--- src/rtl/decode_pkg.sv ---
// rtl/decode_pkg.sv - instruction-type codes, opcode constants and opcode classifier for decode_stage
package decode_pkg;

  localparam int REG_IDX_W = 5;

  // Instruction-type codes consumed by the control module
  localparam logic [3:0] TYPE_INVALID = 4'd0;
  localparam logic [3:0] TYPE_R       = 4'd1;
  localparam logic [3:0] TYPE_I       = 4'd2;
  localparam logic [3:0] TYPE_I_MEM   = 4'd3;
  localparam logic [3:0] TYPE_S       = 4'd4;
  localparam logic [3:0] TYPE_B       = 4'd5;
  localparam logic [3:0] TYPE_U       = 4'd6;
  localparam logic [3:0] TYPE_J       = 4'd7;
  localparam logic [3:0] TYPE_R4      = 4'd8;

  // Major opcodes, instr[6:0]
  localparam logic [6:0] OP_OP     = 7'b0110011;
  localparam logic [6:0] OP_IMM    = 7'b0010011;
  localparam logic [6:0] OP_JALR   = 7'b1100111;
  localparam logic [6:0] OP_LOAD   = 7'b0000011;
  localparam logic [6:0] OP_STORE  = 7'b0100011;
  localparam logic [6:0] OP_BRANCH = 7'b1100011;
  localparam logic [6:0] OP_LUI    = 7'b0110111;
  localparam logic [6:0] OP_AUIPC  = 7'b0010111;
  localparam logic [6:0] OP_JAL    = 7'b1101111;
  localparam logic [6:0] OP_MADD   = 7'b1000011;
  localparam logic [6:0] OP_MSUB   = 7'b1000111;
  localparam logic [6:0] OP_NMSUB  = 7'b1001011;
  localparam logic [6:0] OP_NMADD  = 7'b1001111;

  function automatic logic [3:0] classify(input logic [6:0] opcode);
    logic [3:0] t;
    case (opcode)
      OP_OP:                            t = TYPE_R;
      OP_IMM, OP_JALR:                  t = TYPE_I;
      OP_LOAD:                          t = TYPE_I_MEM;
      OP_STORE:                         t = TYPE_S;
      OP_BRANCH:                        t = TYPE_B;
      OP_LUI, OP_AUIPC:                 t = TYPE_U;
      OP_JAL:                           t = TYPE_J;
      OP_MADD, OP_MSUB, OP_NMSUB, OP_NMADD: t = TYPE_R4;
      default:                          t = TYPE_INVALID;
    endcase
    return t;
  endfunction

endpackage

--- src/rtl/decode_stage_imm_gen.sv ---
// rtl/decode_stage_imm_gen.sv - combinational I/S/B/U/J immediate generator, sign-extended to WORD_SIZE
module imm_gen
  import decode_pkg::*;
#(
  parameter int WORD_SIZE = 32
) (
  input  logic [31:7]          i_instr_hi,
  input  logic [3:0]           i_type,
  output logic [WORD_SIZE-1:0] o_imm
);

  logic [31:0] w_imm32;
  logic        w_sign;

  assign w_sign = i_instr_hi[31];

  // Assemble the 32-bit immediate for the decoded format; R/R4/INVALID carry none
  always_comb begin
    w_imm32 = '0;
    case (i_type)
      TYPE_I, TYPE_I_MEM: w_imm32 = {{20{w_sign}}, i_instr_hi[31:20]};
      TYPE_S:             w_imm32 = {{20{w_sign}}, i_instr_hi[31:25], i_instr_hi[11:7]};
      TYPE_B:             w_imm32 = {{19{w_sign}}, i_instr_hi[31], i_instr_hi[7],
                                     i_instr_hi[30:25], i_instr_hi[11:8], 1'b0};
      TYPE_U:             w_imm32 = {i_instr_hi[31:12], 12'b0};
      TYPE_J:             w_imm32 = {{11{w_sign}}, i_instr_hi[31], i_instr_hi[19:12],
                                     i_instr_hi[20], i_instr_hi[30:21], 1'b0};
      default:            w_imm32 = '0;
    endcase
  end

  generate
    if (WORD_SIZE > 32) begin : g_ext
      assign o_imm = {{(WORD_SIZE-32){w_imm32[31]}}, w_imm32};
    end else begin : g_fit
      assign o_imm = w_imm32[WORD_SIZE-1:0];
    end
  endgenerate

endmodule

--- src/rtl/decode_stage.sv ---
// rtl/decode_stage.sv - registered decode stage with RAW scoreboard; DECODE_WB_BYPASS_EN enables same-cycle writeback bypass
module decode_stage
  import decode_pkg::*;
#(
  parameter int WORD_SIZE = 32,
  parameter int NUM_REGS  = 32
) (
  input  logic                 clock,
  input  logic                 reset,
  input  logic                 in_valid,
  input  logic [31:0]          in_instr,
  output logic                 in_ready,
  input  logic                 flush,
  output logic                 out_valid,
  input  logic                 out_ready,
  output logic [3:0]           instruction_type,
  output logic [REG_IDX_W-1:0] out_rd,
  output logic [REG_IDX_W-1:0] out_rs1,
  output logic [REG_IDX_W-1:0] out_rs2,
  output logic [REG_IDX_W-1:0] out_rs3,
  output logic [WORD_SIZE-1:0] out_imm,
  output logic                 out_writes_rd,
  input  logic                 wb_valid,
  input  logic [REG_IDX_W-1:0] wb_rd,
  output logic                 stall
);

  // Decode of the incoming word
  logic [3:0]           w_type;
  logic [REG_IDX_W-1:0] w_rd, w_rs1, w_rs2, w_rs3;
  logic [WORD_SIZE-1:0] w_imm;
  logic                 w_writes_rd;
  logic                 w_reads_rs1, w_reads_rs2, w_reads_rs3;

  // Hazard and handshake
  logic [NUM_REGS-1:0]  w_sb_eff;
  logic                 w_haz_rs1, w_haz_rs2, w_haz_rs3, w_hazard;
  logic                 w_in_ready, w_capture, w_consume;

  // Held decoded instruction and pending-write scoreboard
  logic                 r_out_valid;
  logic [3:0]           r_type;
  logic [REG_IDX_W-1:0] r_rd, r_rs1, r_rs2, r_rs3;
  logic [WORD_SIZE-1:0] r_imm;
  logic                 r_writes_rd;
  logic [NUM_REGS-1:0]  r_sb;

  assign w_type = classify(in_instr[6:0]);
  assign w_rd   = in_instr[11:7];
  assign w_rs1  = in_instr[19:15];
  assign w_rs2  = in_instr[24:20];
  assign w_rs3  = in_instr[31:27];

  imm_gen #(.WORD_SIZE(WORD_SIZE)) u_imm_gen (
    .i_instr_hi (in_instr[31:7]),
    .i_type     (w_type),
    .o_imm      (w_imm)
  );

  // Which source fields the decoded format actually reads
  always_comb begin
    w_reads_rs1 = 1'b0;
    w_reads_rs2 = 1'b0;
    w_reads_rs3 = 1'b0;
    case (w_type)
      TYPE_R, TYPE_S, TYPE_B: begin
        w_reads_rs1 = 1'b1;
        w_reads_rs2 = 1'b1;
      end
      TYPE_I, TYPE_I_MEM: w_reads_rs1 = 1'b1;
      TYPE_R4: begin
        w_reads_rs1 = 1'b1;
        w_reads_rs2 = 1'b1;
        w_reads_rs3 = 1'b1;
      end
      default: ;
    endcase
  end

  assign w_writes_rd = (w_rd != '0) &&
                       ((w_type == TYPE_R) || (w_type == TYPE_I) || (w_type == TYPE_I_MEM) ||
                        (w_type == TYPE_U) || (w_type == TYPE_J) || (w_type == TYPE_R4));

`ifdef DECODE_WB_BYPASS_EN
  // A register retiring this cycle no longer counts as pending
  always_comb begin
    w_sb_eff = r_sb;
    if (wb_valid && (wb_rd != '0)) w_sb_eff[wb_rd] = 1'b0;
  end
`else
  assign w_sb_eff = r_sb;
`endif

  // The held instruction will set its rd once consumed, so it counts as pending too
  assign w_haz_rs1 = w_reads_rs1 && (w_rs1 != '0) &&
                     (w_sb_eff[w_rs1] || (r_out_valid && r_writes_rd && (r_rd == w_rs1)));
  assign w_haz_rs2 = w_reads_rs2 && (w_rs2 != '0) &&
                     (w_sb_eff[w_rs2] || (r_out_valid && r_writes_rd && (r_rd == w_rs2)));
  assign w_haz_rs3 = w_reads_rs3 && (w_rs3 != '0) &&
                     (w_sb_eff[w_rs3] || (r_out_valid && r_writes_rd && (r_rd == w_rs3)));
  assign w_hazard  = w_haz_rs1 || w_haz_rs2 || w_haz_rs3;

  assign w_in_ready = !w_hazard && (!r_out_valid || out_ready) && !flush;
  assign w_capture  = in_valid && w_in_ready;
  // A flushed entry is dropped, never retired into the scoreboard
  assign w_consume  = r_out_valid && out_ready && !flush;

  // Output register: load on capture, otherwise drop on consume or flush, else hold
  always_ff @(posedge clock) begin
    if (reset) begin
      r_out_valid <= 1'b0;
      r_type      <= TYPE_INVALID;
      r_rd        <= '0;
      r_rs1       <= '0;
      r_rs2       <= '0;
      r_rs3       <= '0;
      r_imm       <= '0;
      r_writes_rd <= 1'b0;
    end else if (w_capture) begin
      r_out_valid <= 1'b1;
      r_type      <= w_type;
      r_rd        <= w_rd;
      r_rs1       <= w_rs1;
      r_rs2       <= w_rs2;
      r_rs3       <= w_rs3;
      r_imm       <= w_imm;
      r_writes_rd <= w_writes_rd;
    end else if (flush || w_consume) begin
      r_out_valid <= 1'b0;
    end
  end

  // Scoreboard: writeback clears, consume sets; the set is issued last so it wins a tie
  always_ff @(posedge clock) begin
    if (reset) begin
      r_sb <= '0;
    end else begin
      if (wb_valid && (wb_rd != '0)) r_sb[wb_rd] <= 1'b0;
      if (w_consume && r_writes_rd) r_sb[r_rd] <= 1'b1;
    end
  end

  assign in_ready         = w_in_ready;
  assign stall            = in_valid && !w_in_ready && w_hazard;
  assign out_valid        = r_out_valid;
  assign instruction_type = r_type;
  assign out_rd           = r_rd;
  assign out_rs1          = r_rs1;
  assign out_rs2          = r_rs2;
  assign out_rs3          = r_rs3;
  assign out_imm          = r_imm;
  assign out_writes_rd    = r_writes_rd;

endmodule
--- config.mk ---
export PLATFORM = sky130hd
export DESIGN_NAME = decode_stage
export DESIGN_NICKNAME = d
export VERILOG_FILES = /design/src/rtl/decode_pkg.sv /design/src/rtl/decode_stage_imm_gen.sv /design/src/rtl/decode_stage.sv
export SDC_FILE = /design/constraint.sdc
export NUM_CORES = 1
export LEC_CHECK = 0
export ABC_AREA = 1
export BUFFER_PORTS_ARGS = -buffer_cell sky130_fd_sc_hd__clkbuf_2
export CAP_MARGIN = 20
export CORE_AREA = 4 4 123 114
export DETAILED_ROUTE_END_ITERATION = 8
export DIE_AREA = 0 0 127 118
export GPL_TIMING_DRIVEN = 0
export PLACE_DENSITY = 0.66
export SLEW_MARGIN = 10
export SYNTH_ARGS = -nofsm -noshare
export SYNTH_HDL_FRONTEND = slang
export SYNTH_SLANG_ARGS = --single-unit
export TNS_END_PERCENT = 10
--- constraint.sdc ---
create_clock -name clock -period 4.5 [get_ports clock]
set_input_delay 1.35 -clock clock [delete_from_list [all_inputs] [get_ports clock]]
set_output_delay 1.35 -clock clock [all_outputs]
set_load 0.005 [all_outputs]
Word-level counts from Yosys, hierarchy flattened
Cells that the tools add are included.
{ "totals": {"mem_bits_rw": 0, "register_bits": 90, "elab_cells": 113, "inputBits": 43, "out_inout_bits": 60, "rom_bits": 0, "n_memories": 0, "latchBits": 0} }
{ "op_classes": {"muxes": 20, "n_mul": 0, "n_lt_le_gt_ge": 7, "n_eq_ne": 24, "n_addsub": 0, "n_reduce_logical": 50, "bitwise": 3, "n_shift": 0, "n_div": 0} }
{ "ops": {"columns": ["operator", "n"], "rows": [
  ["$pmux W32 S5", 1],
  ["$mux W32", 3],
  ["$eq A7 B7 Y1 const B", 7],
  ["$and A32 B32 Y32", 1],
  ["$not A32 Y32", 1],
  ["$or A32 B32 Y32", 1],
  ["$pmux W4 S8", 1],
  ["$lt A5 B6 Y1 const B", 5],
  ["$reduce_bool A5 Y1", 5],
  ["$logic_and A1 B1 Y1", 22],
  ["$eq A7 B6 Y1 const B", 3],
  ["$eq A4 B3 Y1 const B", 4],
  ["$bmux W1 S5", 3],
  ["$eq A5 B5 Y1", 3],
  ["$eq A7 B5 Y1 const B", 2],
  ["$logic_or A1 B1 Y1", 12],
  ["$demux W1 S5", 2],
  ["$ge A5 B1 Y1 const B", 2],
  ["$mux W1", 10],
  ["$eq A4 B2 Y1 const B", 2],
  ["$reduce_or A4 Y1", 2],
  ["$eq A7 B2 Y1 const B", 1],
  ["$reduce_or A2 Y1", 3],
  ["$reduce_or A6 Y1", 1],
  ["other kinds (4)", 7]
]} }

Longest topological paths before layout
Gate-level depths: netlist of the first run.
{ "logic_depth": {"depth_word": 16, "depth_mapped": 18, "ltp_nobuf": 15} }

By module
From an unflattened synthesis of the first run, not the netlist that was laid out.
{ "unflattened": {"hier_cells": 1002, "hier_area_um2": 5975.7} }
{ "by_module_without_submodules": {"columns": ["module", "n_inst", "cells_each", "area_per_inst_um2", "seq_area_each_um2"], "rows": [
  ["decode_stage", 1, 900, 5457.7, 1801.7],
  ["imm_gen", 1, 102, 518.0, 0.0]
]} }

Worst setup path before layout of the first run
OpenSTA, ideal clock, no wires.
{ "synth_path": {"path_kind": "input port to output port", "start": "in in_instr[1]", "end": "out in_ready", "setup_slack_ns": 0.353, "cell_stages": 13, "t_arrival_ns": 2.797, "required_time_ns": 3.150, "cell_sequence": "nand2_2 > nor3_2 > nand4_1 > nand2_2 > inv_2 > a22oi_1 > nand2_1 > nand2_2 > nor2_4 > buf_6 > buf_2 > nand2_1 > inv_1"} }
{ "synth_between": {"elab_chain_cells": 13} }
{ "synth_rtl": {"columns": ["element", "line", "rtl"], "rows": [
  ["start, declared", "decode_stage.sv:11", "input logic [31:0] in_instr,"],
  ["$eq A7 B7 Y1 (tied with other cells)", "decode_pkg.sv:34", "case (opcode)"],
  ["$reduce_or A4 Y1 / $reduce_or A2 Y1 (equally long branches)", "decode_pkg.sv:34", null],
  ["$pmux W4 S8 *", "decode_pkg.sv:34", null],
  ["$eq A4 B1 Y1 (tied with other cells)", "decode_stage.sv:65", "case (w_type)"],
  ["$reduce_or A6 Y1 (no line) / $reduce_or A4 Y1 (equally long branches)", null, null],
  ["$mux W1", "decode_stage.sv:65", null],
  ["$logic_and A1 B1 Y1, on equally long branches (2 in series)", "decode_stage.sv:95, decode_stage.sv:97", null],
  ["$logic_or A1 B1 Y1", "decode_stage.sv:101", "assign w_hazard = w_haz_rs1 || w_haz_rs2 || w_haz_rs3;"],
  ["$logic_or A1 B1 Y1 *", "decode_stage.sv:101", null],
  ["$logic_not A1 Y1 *", "decode_stage.sv:103", "assign w_in_ready = !w_hazard && (!r_out_valid || out_ready) && !flush;"],
  ["$logic_and A1 B1 Y1 * (2 in series)", "decode_stage.sv:103", null],
  ["end, declared", "decode_stage.sv:12", "output logic in_ready,"]
]} }
Every way passes the cells marked *; elsewhere a longest branch is shown, timed or not.

Worst setup path after layout of the first run
{ "layout_path": {"start": "in in_instr[20]", "end": "out in_ready"} }
{ "layout_between": {"elab_chain_cells": 9} }
{ "layout_rtl": {"columns": ["element", "line", "rtl"], "rows": [
  ["$bmux W1 S5 / $eq A5 B5 Y1 (equally long branches)", "decode_stage.sv:98", "(w_sb_eff[w_rs2] || (r_out_valid && r_writes_rd && (r_rd == w_rs2)));"],
  ["$mux W1 (implied by the code) / $logic_and A1 B1 Y1 (equally long branches)", "decode_stage.sv:98", null],
  ["$logic_or A1 B1 Y1", "decode_stage.sv:98", null],
  ["$logic_and A1 B1 Y1 *", "decode_stage.sv:97", "assign w_haz_rs2 = w_reads_rs2 && (w_rs2 != '0) &&"],
  ["$logic_or A1 B1 Y1 * (2 in series)", "decode_stage.sv:101", null],
  ["$logic_not A1 Y1 *", "decode_stage.sv:103", null],
  ["$logic_and A1 B1 Y1 * (2 in series)", "decode_stage.sv:103", null]
]} }
Every way passes the cells marked *; elsewhere a longest branch is shown, timed or not. The select of a mux whose other input is x is not followed.

==> impl_metrics.json, run 1 <==
{
  "outcome": "finished, final reports clean",
  "cp.required_ns": 3.15,
  "syn_nets": 950,
  "placed_area_um2": 6324,
  "final.period_utilization": 0.9763,
  "synth_top_cell_by_area": "dfxtp_1",
  "cp-end-kind": "output pin",
  "place_congestion": 0.9734,
  "synth_seq_cells": 90,
  "crit_arrival_ns": 3.04,
  "synth_most_common_cell": "nand2_1",
  "p_per_area_nw_per_um2": 293.4,
  "whs_ns": 0.4650,
  "maxCapViolations": 0,
  "multiInputGateArea_um2": 3144,
  "io_pins": 103,
  "preCtsSetupSlack_ns": -0.2994,
  "route.detailed.drc": 0,
  "hold_violations": 0,
  "design_area_um2": 6789,
  "num_vias": 6696,
  "synth_cells": 907,
  "clock_latency_ns": 0.36,
  "dp_hpwl_mm": 15.32,
  "min_path_type": "reg2reg",
  "holdBufCountCts": 0,
  "period_needed_ns": 4.393,
  "port_buffers": 96,
  "routed_wl_mm": 20.51,
  "tightest_slew_ns": 0.7411,
  "ir_drop_mv": 0.2357,
  "numCtsBuffers": 9,
  "clock_skew_ns": 0.007445,
  "first_iter_violations": 737,
  "reg2regPathDepth": 16,
  "synth_top_flop_cell": "dfxtp_1",
  "ys_types": 29,
  "yosysSeqAreaShare": 0.3199,
  "fillers": 1334,
  "slew_headroom": 0.5032,
  "die_width_um": 127,
  "cts_tree": "done",
  "antenna_found_initial": 0,
  "slew_viol_final": 0,
  "hp-start": "out_rs3[4]",
  "ant_nets": 0,
  "cpPeakStageDelay_ns": 0.19,
  "synth.avg_cell_area_um2": 6.210,
  "grt_pass1_vias": 6151,
  "path_max_fanout": 12,
  "synth.area.top_cells": "dfxtp_1, nand2_1, nand3_1",
  "dieArea_um2": 14990,
  "area.sequential_um2": 1802,
  "instances_no_fill": 1197,
  "r2r_slack_ns": 2.05,
  "utilization": 0.5393,
  "ys_async_sr_fraction": 0,
  "synthToLayoutAreaGrowth_pct": 20.52,
  "cp_cell_sequence": "clkbuf_2, buf_6, o211ai_1, nand3_1, nand3_1, nand2_1, nand2_1, nand3_1, nand2_1, nand2_2, nor2_4, buf_12, nand2_1, inv_1, clkbuf_2",
  "cts.path.max_buffers": 2,
  "fmax_mhz": 227.6,
  "p_leak_nw": 3.212,
  "clock-sinks": 90,
  "detail_route.wl_per_cell_um": 17.13,
  "firstDrtPassIters": 5,
  "final_nets": 1071,
  "grt_util_all_layers": 0.2728,
  "r2r-start": "out_rd[2]",
  "ys_warn_count": 0,
  "grt_pass1_wl_mm": 32.80,
  "core-area_um2": 12590,
  "floorplan.initialDensity": 0.4474,
  "start_kind": "primary input",
  "synth.top_cell.area_share": 0.3199,
  "fin_ws_ns": 0.1065,
  "synth_edf_count": 0,
  "finalPower_mw": 1.992,
  "synth_commonest_cells": "nand2_1, inv_1, nand3_1",
  "clk_pin_slew_ns": 0.07,
  "cts-root-buf": "clkbuf_16",
  "criticalPathCategory": "in2out",
  "whs_path_depth": 2,
  "drive_gt1_frac": 0.2014,
  "overflow": 0,
  "synth_area_um2": 5633,
  "worstReg2RegEnd": "out_imm[21]",
  "setup_tns_ns": 0,
  "cp_slowest_cell": "buf_6",
  "n_antenna_cell": 0,
  "worst_hold_path.endpoint": "out_rs3[4]",
  "htreeDepth": 3,
  "fp-row-count": 39,
  "fp.dieH_um": 118,
  "setup_viol": 0,
  "place_inst": 1167,
  "cpMostUsedCell": "nand2_1",
  "via_per_inst": 5.594,
  "grt_max_degree": 20
}
report_power, final:
| group | internal (mW) | leakage [nW] | switching (mW) | total, mW |
|---|---|---|---|---|
| Clock | 0.394 | 0.135 | 0.353 | 0.747 |
| Sequential | 0.829 | 0.733 | 0.0232 | 0.852 |
| Combinational | 0.141 | 2.34 | 0.251 | 0.392 |
| Total | 1.36 | 3.21 | 0.627 | 1.99 |
cells in the final DEF (no fill, tap or decap), types with 4 or more instances in the layout:
master	netlist	final
clkinv_4	0	4
buf_6	6	10
nor2_2	30	30
a21oi_1	45	43
nor3_1	16	15
nand3_1	94	94
buf_2	15	12
nand2_1	224	223
nand2_2	3	4
inv_2	9	7
a41oi_1	5	5
buf_4	5	16
clkbuf_2	0	99
o211ai_1	21	21
o22ai_1	9	9
clkbuf_1	27	23
clkbuf_16	0	9
nand4_1	61	61
nor2_1	86	86
dfxtp_1	90	90
o21ai_0	42	42
a22oi_1	5	5
inv_1	100	99
worst max-delay path by stage:
stage	start	end	slack, ns	cells past startpoint
after global placement	in_instr[28]	in_ready	-0.27	15
after detailed placement	in_instr[28]	in_ready	-0.30	15
after global routing	in_instr[20]	in_ready	-0.01	16
after CTS	in_instr[27]	in_ready	0.02	13
final	in_instr[20]	in_ready	0.11	15
after floorplan	in_instr[1]	in_ready	0.35	13
logic make-up (layout without fill, tap and decap cells):
kind of cell / Yosys count / after routing / share of synthesized area
flops: 90 / 90 / 0.3199
xor+xnor: 1 / 1 / 0.001555
compound gates: 131 / 131 / 0.1357
buf+inv: 165 / 291 / 0.1246
simple gates: 520 / 520 / 0.4183
worst max-delay path: cells and delay by family:
kind / cells / cell delay (ns)
compound gates: 1 / 0.18
buf+inv: 5 / 0.69
simple gates: 9 / 0.82
state kept, by name, indices dropped and copies added (netlist names):
signal / cells
out_writes_rd: 1
out_rs2: 5
out_rd: 5
out_rs3: 5
out_rs1: 5
instruction_type: 4
out_imm: 32
r_sb: 32
out_valid: 1
area by class of cell:
type | instances | share of cell area
flip-flops and latches | 90 | 0.2654
plain buffers | 54 | 0.04865
multi-input cells | 652 | 0.4631
well taps | 164 | 0.03022
clock inverters | 6 | 0.007372
clock buffers | 10 | 0.03520
inverters | 109 | 0.06192
repair buffers | 112 | 0.08809
routing by layer:
| metal | up-vias | global-route usage | wire, um |
|---|---|---|---|
| li1 | 3250 | - | - |
| met1 | 3090 | 0.4033 | 9506 |
| met2 | 334 | 0.3836 | 8477 |
| met3 | 22 | 0.07532 | 2244 |
| met4 | 0 | 0.07842 | 281 |
| met5 | - | 0 | 0 |
repair_timing:
action                                  CTS  global route
endpoints found under the hold margin     0             0
endpoints found under the setup margin    2             1
gates resized for setup                   6            26
cloned                                    0             1
buffers inserted                          1            13
pin swaps                                 1             1
No activity file was read; power rests on OpenSTA's default activity.
==> run 2, diff against run 1 <==
--- a/config.mk
+++ b/config.mk
@@ -5,12 +5,11 @@
 export SDC_FILE = /design/constraint.sdc
 export NUM_CORES = 1
 export LEC_CHECK = 0
-export ABC_AREA = 1
 export BUFFER_PORTS_ARGS = -buffer_cell sky130_fd_sc_hd__clkbuf_2
 export CAP_MARGIN = 20
-export CORE_AREA = 4 4 123 114
+export CORE_AREA = 4 4 118 109
 export DETAILED_ROUTE_END_ITERATION = 8
-export DIE_AREA = 0 0 127 118
+export DIE_AREA = 0 0 122 113
 export GPL_TIMING_DRIVEN = 0
 export PLACE_DENSITY = 0.66
 export SLEW_MARGIN = 10
==> impl_metrics.json, run 2 <==
{
  "hold_violations": 0,
  "port_buffers": 92,
  "crit_path_end": "stall",
  "dieArea_um2": 13790,
  "synthToLayoutAreaGrowth_pct": 23.04,
  "dp_hpwl_mm": 13.10,
  "cp-end-kind": "output pin",
  "whs_ns": 0.4659,
  "clock_skew_ns": 0.009368,
  "htreeDepth": 3,
  "grt_pass1_wl_mm": 28.17,
  "clock_latency_ns": 0.35,
  "final_cell_mix": "a21oi_1, clkbuf_2, dfxtp_1",
  "failed_checks": "negative setup slack",
  "clk_pin_slew_ns": 0.06,
  "synth_area_um2": 5115,
  "utilization": 0.5359,
  "numCtsBuffers": 9,
  "final_nets": 776,
  "design_area_um2": 6294,
  "ys_async_sr_fraction": 0,
  "firstDrtPassIters": 5,
  "syn_nets": 664,
  "mostFrequentLayoutCell": "a21oi_1",
  "crit_arrival_ns": 3.37,
  "synth.top_cell.area_share": 0.3523,
  "synth_top_flop_cell": "dfxtp_1",
  "start_kind": "primary input",
  "overflow": 0,
  "synth_cells": 621,
  "antenna_found_initial": 0,
  "fin_ws_ns": -0.2168,
  "criticalPathCategory": "in2out",
  "num_vias": 5502,
  "maxCapViolations": 0,
  "cpMostUsedCell": "clkbuf_2",
  "place_inst": 874,
  "fillers": 1150,
  "n_antenna_cell": 0,
  "clock-sinks": 90,
  "io_pins": 103,
  "ir_drop_mv": 0.2682,
  "route.detailed.drc": 0,
  "first_iter_violations": 582,
  "worstReg2RegEnd": "out_imm[11]",
  "tightest_slew_ns": 0.9863,
  "fp.dieH_um": 113,
  "instances_no_fill": 898,
  "r2r-start": "out_rd[4]",
  "crit_start": "in_instr[3]",
  "fp-row-count": 38,
  "final.period_utilization": 1.048,
  "cp_cell_sequence": "clkbuf_2, clkbuf_2, nand4b_1, a211oi_4, or4_1, a211o_2, o221ai_4, and2_4, clkbuf_2",
  "synth_top_cell_by_area": "dfxtp_1",
  "cts_tree": "done",
  "grt_setup_unrepaired": "true",
  "path_max_fanout": 10,
  "p_leak_nw": 2.353,
  "via_per_inst": 6.127,
  "floorplan.initialDensity": 0.4355,
  "slew_viol_final": 0,
  "die_width_um": 122,
  "grt_util_all_layers": 0.2641,
  "synth.avg_cell_area_um2": 8.237,
  "placed_area_um2": 5816,
  "synth_commonest_cells": "a21oi_1, dfxtp_1, o21ai_0",
  "core-area_um2": 11740,
  "period_needed_ns": 4.717,
  "cts-root-buf": "clkbuf_16",
  "cts.path.max_buffers": 2,
  "cp_slowest_cell": "or4_1",
  "setup_viol": 2,
  "cp.required_ns": 3.15,
  "min_path_type": "reg2reg",
  "ys_types": 53,
  "detail_route.wl_per_cell_um": 20.49,
  "fmax_mhz": 212.0,
  "synth_seq_cells": 90,
  "ys_warn_count": 0,
  "grt_pass1_vias": 5240,
  "grt_max_degree": 15,
  "synth_most_common_cell": "a21oi_1",
  "slew_headroom": 0.3410,
  "ant_nets": 0,
  "outcome": "finished with violations",
  "yosysSeqAreaShare": 0.3523,
  "drive_gt1_frac": 0.2602,
  "cpPeakStageDelay_ns": 0.60,
  "place_congestion": 0.9323,
  "reg2regPathDepth": 12,
  "r2r_slack_ns": 1.20,
  "routed_wl_mm": 18.40,
  "synth_edf_count": 0,
  "synth.area.top_cells": "dfxtp_1, a21oi_1, mux4_2",
  "setup_tns_ns": -0.4261,
  "p_per_area_nw_per_um2": 312.2
}
[run 2: cell count changes in the layout (fill, tap and decap cells not counted), moves of 20 or more]
cell      previous run  this run
nand2_1            223        61
inv_1               99         9
nor2_1              86        20
a21oi_1             43       107
nand3_1             94        30
nand4_1             61         7
nor2_2              30         2
o21ai_0             42        68
a211oi_1             1        26
mux4_2               0        20
[run 2: kinds of logic after synthesis]
logic type / share of synthesized area
mux: 0.1162
xor+xnor: 0.02740
simple gates: 0.1788
compound gates: 0.2683
flops: 0.3523
buf+inv: 0.05699
[run 2: through the flow]
stage          worst slack (ns)  total power, mW
2_1_floorplan           0.01659            1.008
3_3_place_gp            -0.6658            1.112
3_5_place_dp            -0.6879            1.118
4_1_cts                 -0.3213            1.960
5_1_grt                 -0.2727            2.031
6_report                -0.2168            1.965
[run 2: repair_timing]
item | CTS | global route
hold endpoints to repair | 0 | 0
gates cloned | 0 | 0
pin swaps | 4 | 4
gates resized for setup | 19 | 15
hold buffers | 0 | 0
buffers inserted | 6 | 3
endpoints found under the setup margin | 2 | 2
[run 2: cell type report]
type,instances,area [um^2],share of cell area
sequential,90,1802,0.2863
clock buffer,12,256.5,0.04076
tap,160,200.2,0.03181
multi-input combinational,461,3084,0.4901
buffer,60,287.8,0.04573
inverter,9,33.78,0.005368
clock inverter,4,73.82,0.01173
timing repair buffer,102,555.5,0.08827
[run 2: layer usage]
| metal | vias up | wire length, um | global-route usage | share of wire |
|---|---|---|---|---|
| met2 | 288 | 8354 | 0.4050 | 0.45 |
| met4 | 0 | 587 | 0.09186 | 0.032 |
| met5 | - | 0 | 0 | 0 |
| met1 | 2640 | 7882 | 0.3659 | 0.43 |
| met3 | 50 | 1571 | 0.06247 | 0.085 |
| li1 | 2524 | - | - | - |
[run 2: critical path, delay by kind of cell]
family / cells / cell delay, ns
buf+inv: 3 / 0.35
compound gates: 3 / 0.64
simple gates: 3 / 1.00
[run 2: report_power, final]
| group | internal (mW) | switching (mW) |
|---|---|---|
| registers | 0.821 | 0.0157 |
| logic | 0.103 | 0.178 |
| clock network | 0.518 | 0.329 |
[run 2: how the worst min path moves through the flow]
| stage | slack, ns | endpoint | from | depth (start not counted) |
|---|---|---|---|---|
| 2_1_floorplan | 0.45 | out_imm[0] | out_imm[0] | 2 |
| 3_3_place_gp | 0.45 | out_imm[6] | out_imm[6] | 2 |
| 3_5_place_dp | 0.46 | out_imm[7] | out_imm[7] | 2 |
| 4_1_cts | 0.47 | out_imm[6] | out_imm[6] | 2 |
| 5_1_grt | 0.49 | out_imm[31] | out_imm[31] | 2 |
| 6_report | 0.47 | out_imm[6] | out_imm[6] | 2 |
==> run 3, diff against run 2 <==
--- a/config.mk
+++ b/config.mk
@@ -5,11 +5,11 @@
 export SDC_FILE = /design/constraint.sdc
 export NUM_CORES = 1
 export LEC_CHECK = 0
-export BUFFER_PORTS_ARGS = -buffer_cell sky130_fd_sc_hd__clkbuf_2
+export BUFFER_PORTS_ARGS = -buffer_cell sky130_fd_sc_hd__buf_2
 export CAP_MARGIN = 20
-export CORE_AREA = 4 4 118 109
+export CORE_AREA = 2 2 116 107
 export DETAILED_ROUTE_END_ITERATION = 8
-export DIE_AREA = 0 0 122 113
+export DIE_AREA = 0 0 118 109
 export GPL_TIMING_DRIVEN = 0
 export PLACE_DENSITY = 0.66
 export SLEW_MARGIN = 10
==> constraint.sdc (replaced) <==
create_clock -name clock -period 4.37 [get_ports clock]
set_input_delay 1.311 -clock clock [delete_from_list [all_inputs] [get_ports clock]]
set_output_delay 1.311 -clock clock [all_outputs]
set_load 0.005 [all_outputs]
==> impl_metrics.json, run 3 (synthesized netlist as in run 2, its figures left out) <==
{
  "ant_nets": 0,
  "route.detailed.drc": 0,
  "crit_arrival_ns": 3.26,
  "top_layer": "met4",
  "fp-row-count": 38,
  "cp_cell_sequence": "clkbuf_2, mux4_2, mux4_2, a211oi_2, a211o_2, o221ai_4, and2_4, buf_6",
  "routed-wl-met3_mm": 1.605,
  "floorplan.initialDensity": 0.4355,
  "met2RoutedLength_mm": 8.090,
  "first_iter_violations": 625,
  "cts_tree": "done",
  "io_pins": 103,
  "place_congestion": 0.9320,
  "drive_gt1_frac": 0.2561,
  "cpPeakStageDelay_ns": 0.49,
  "firstDrtPassIters": 5,
  "core-area_um2": 11740,
  "path_max_fanout": 10,
  "final_nets": 773,
  "port_buffers": 92,
  "p_leak_nw": 2.334,
  "grt_pass1_vias": 5092,
  "maxCapViolations": 0,
  "ir_drop_mv": 0.2546,
  "outcome": "finished with violations",
  "period_needed_ns": 4.566,
  "fin_ws_ns": -0.1964,
  "fp.dieH_um": 109,
  "dieArea_um2": 12860,
  "grt_max_degree": 16,
  "hold_violations": 0,
  "num_vias": 5518,
  "clk_pin_slew_ns": 0.07,
  "die_width_um": 118,
  "cp.required_ns": 3.06,
  "p_per_area_nw_per_um2": 304.9,
  "routed_wl_mm": 18.10,
  "min_path_type": "reg2reg",
  "tightest_slew_ns": 0.9738,
  "cts.path.max_buffers": 2,
  "final.period_utilization": 1.045,
  "cpMostUsedCell": "mux4_2",
  "start_kind": "primary input",
  "clock_skew_ns": 0.01421,
  "detail_route.wl_per_cell_um": 20.24,
  "fmax_mhz": 219.0,
  "dp_hpwl_mm": 12.86,
  "grt_pass1_wl_mm": 27.89,
  "clock-sinks": 90,
  "failed_checks": "negative setup slack",
  "overflow": 0,
  "clock_latency_ns": 0.36,
  "final_cell_mix": "a21oi_1, buf_2, dfxtp_1",
  "wl_met1_mm": 8.009,
  "slew_viol_final": 0,
  "hp-start": "out_imm[8]",
  "r2r-start": "out_rd[4]",
  "synthToLayoutAreaGrowth_pct": 21.38,
  "setup_viol": 2,
  "numCtsBuffers": 9,
  "grt_util_all_layers": 0.2813,
  "cp_top_family": "multiplexers",
  "cts-root-buf": "clkbuf_16",
  "slew_headroom": 0.3494,
  "utilization": 0.5287,
  "mostFrequentLayoutCell": "a21oi_1",
  "antenna_found_initial": 0,
  "crit_buf_inv": 2,
  "grt_setup_unrepaired": "true",
  "htreeDepth": 3,
  "r2r_slack_ns": 1.18,
  "crit_start": "in_instr[17]",
  "criticalPathCategory": "in2out",
  "holdBufCountCts": 0,
  "via_per_inst": 6.172,
  "cp_slowest_cell": "mux4_2",
  "finalPower_mw": 1.893,
  "cp-end-kind": "output pin",
  "n_antenna_cell": 0
}
## run 3: cell count changes in the layout (fill, tap and decap cells not counted), moves of 2 or more
cell        change
buf_4           -3
clkinvlp_4      +3
clkbuf_2       -92
buf_2          +90
clkbuf_8        -2
bufinv_16       -2
inv_6           +2
## run 3: through the flow
step | hold WS (ns) | area, um^2 | setup slack [ns] | TNS (ns) | std cells
4_1_cts | 0.4681 | 6178 | -0.2116 | -0.4116 | 892
3_3_place_gp | 0.4495 | 5823 | -0.5971 | -1.169 | 873
5_1_grt | 0.4927 | 6208 | -0.2299 | -0.4547 | 894
3_5_place_dp | 0.4588 | 5833 | -0.6217 | -1.188 | 873
2_1_floorplan | 0.4525 | 5162 | -0.02879 | -0.05537 | 621
6_report | 0.4640 | 6208 | -0.1964 | -0.3816 | 894
## run 3: worst paths after layout
check / to / depth (start not counted)
hold / removal: out_imm[8] / 2
hold reg to reg: out_imm[8] / 2
setup / recovery: stall / 8
setup reg to reg: out_rd[2] / 10
## run 3: layout make-up
cell class              instances  area (um^2)
fillers                      1117         5535
multi-input cells             461         3088
flip-flops and latches         90         1802
repair buffers                 99        529.3
plain buffers                  60        286.5
clock buffers                  10        229.0
well taps                     160        200.2
clock inverters                 5        40.04
inverters                       9        33.78
## run 3: timing repair
item	CTS	global route
setup endpoints to repair	2	2
resized for setup	19	7
pin swaps	5	5
hold endpoints to repair	0	0
setup buffers	5	2
## run 3: routing by layer
layer  GRT usage  up-vias
li1            -     2531
met1      0.3867     2669
met2      0.4406      280
met3     0.05701       38
met4      0.1041        0
met5           0        -
## run 3: power by group
group | total [mW] | internal (mW) | switching [mW] | leakage [nW]
Clock | 0.745 | 0.387 | 0.357 | 0.122
Combinational | 0.289 | 0.106 | 0.183 | 1.48
Sequential | 0.860 | 0.845 | 0.0146 | 0.731
Total | 1.89 | 1.34 | 0.555 | 2.33
## run 3: tightest hold or removal path: stages, from the launching register on
cell     delay (ns)
dfxtp_1        0.31
nand2_1        0.05
o21ai_0        0.06
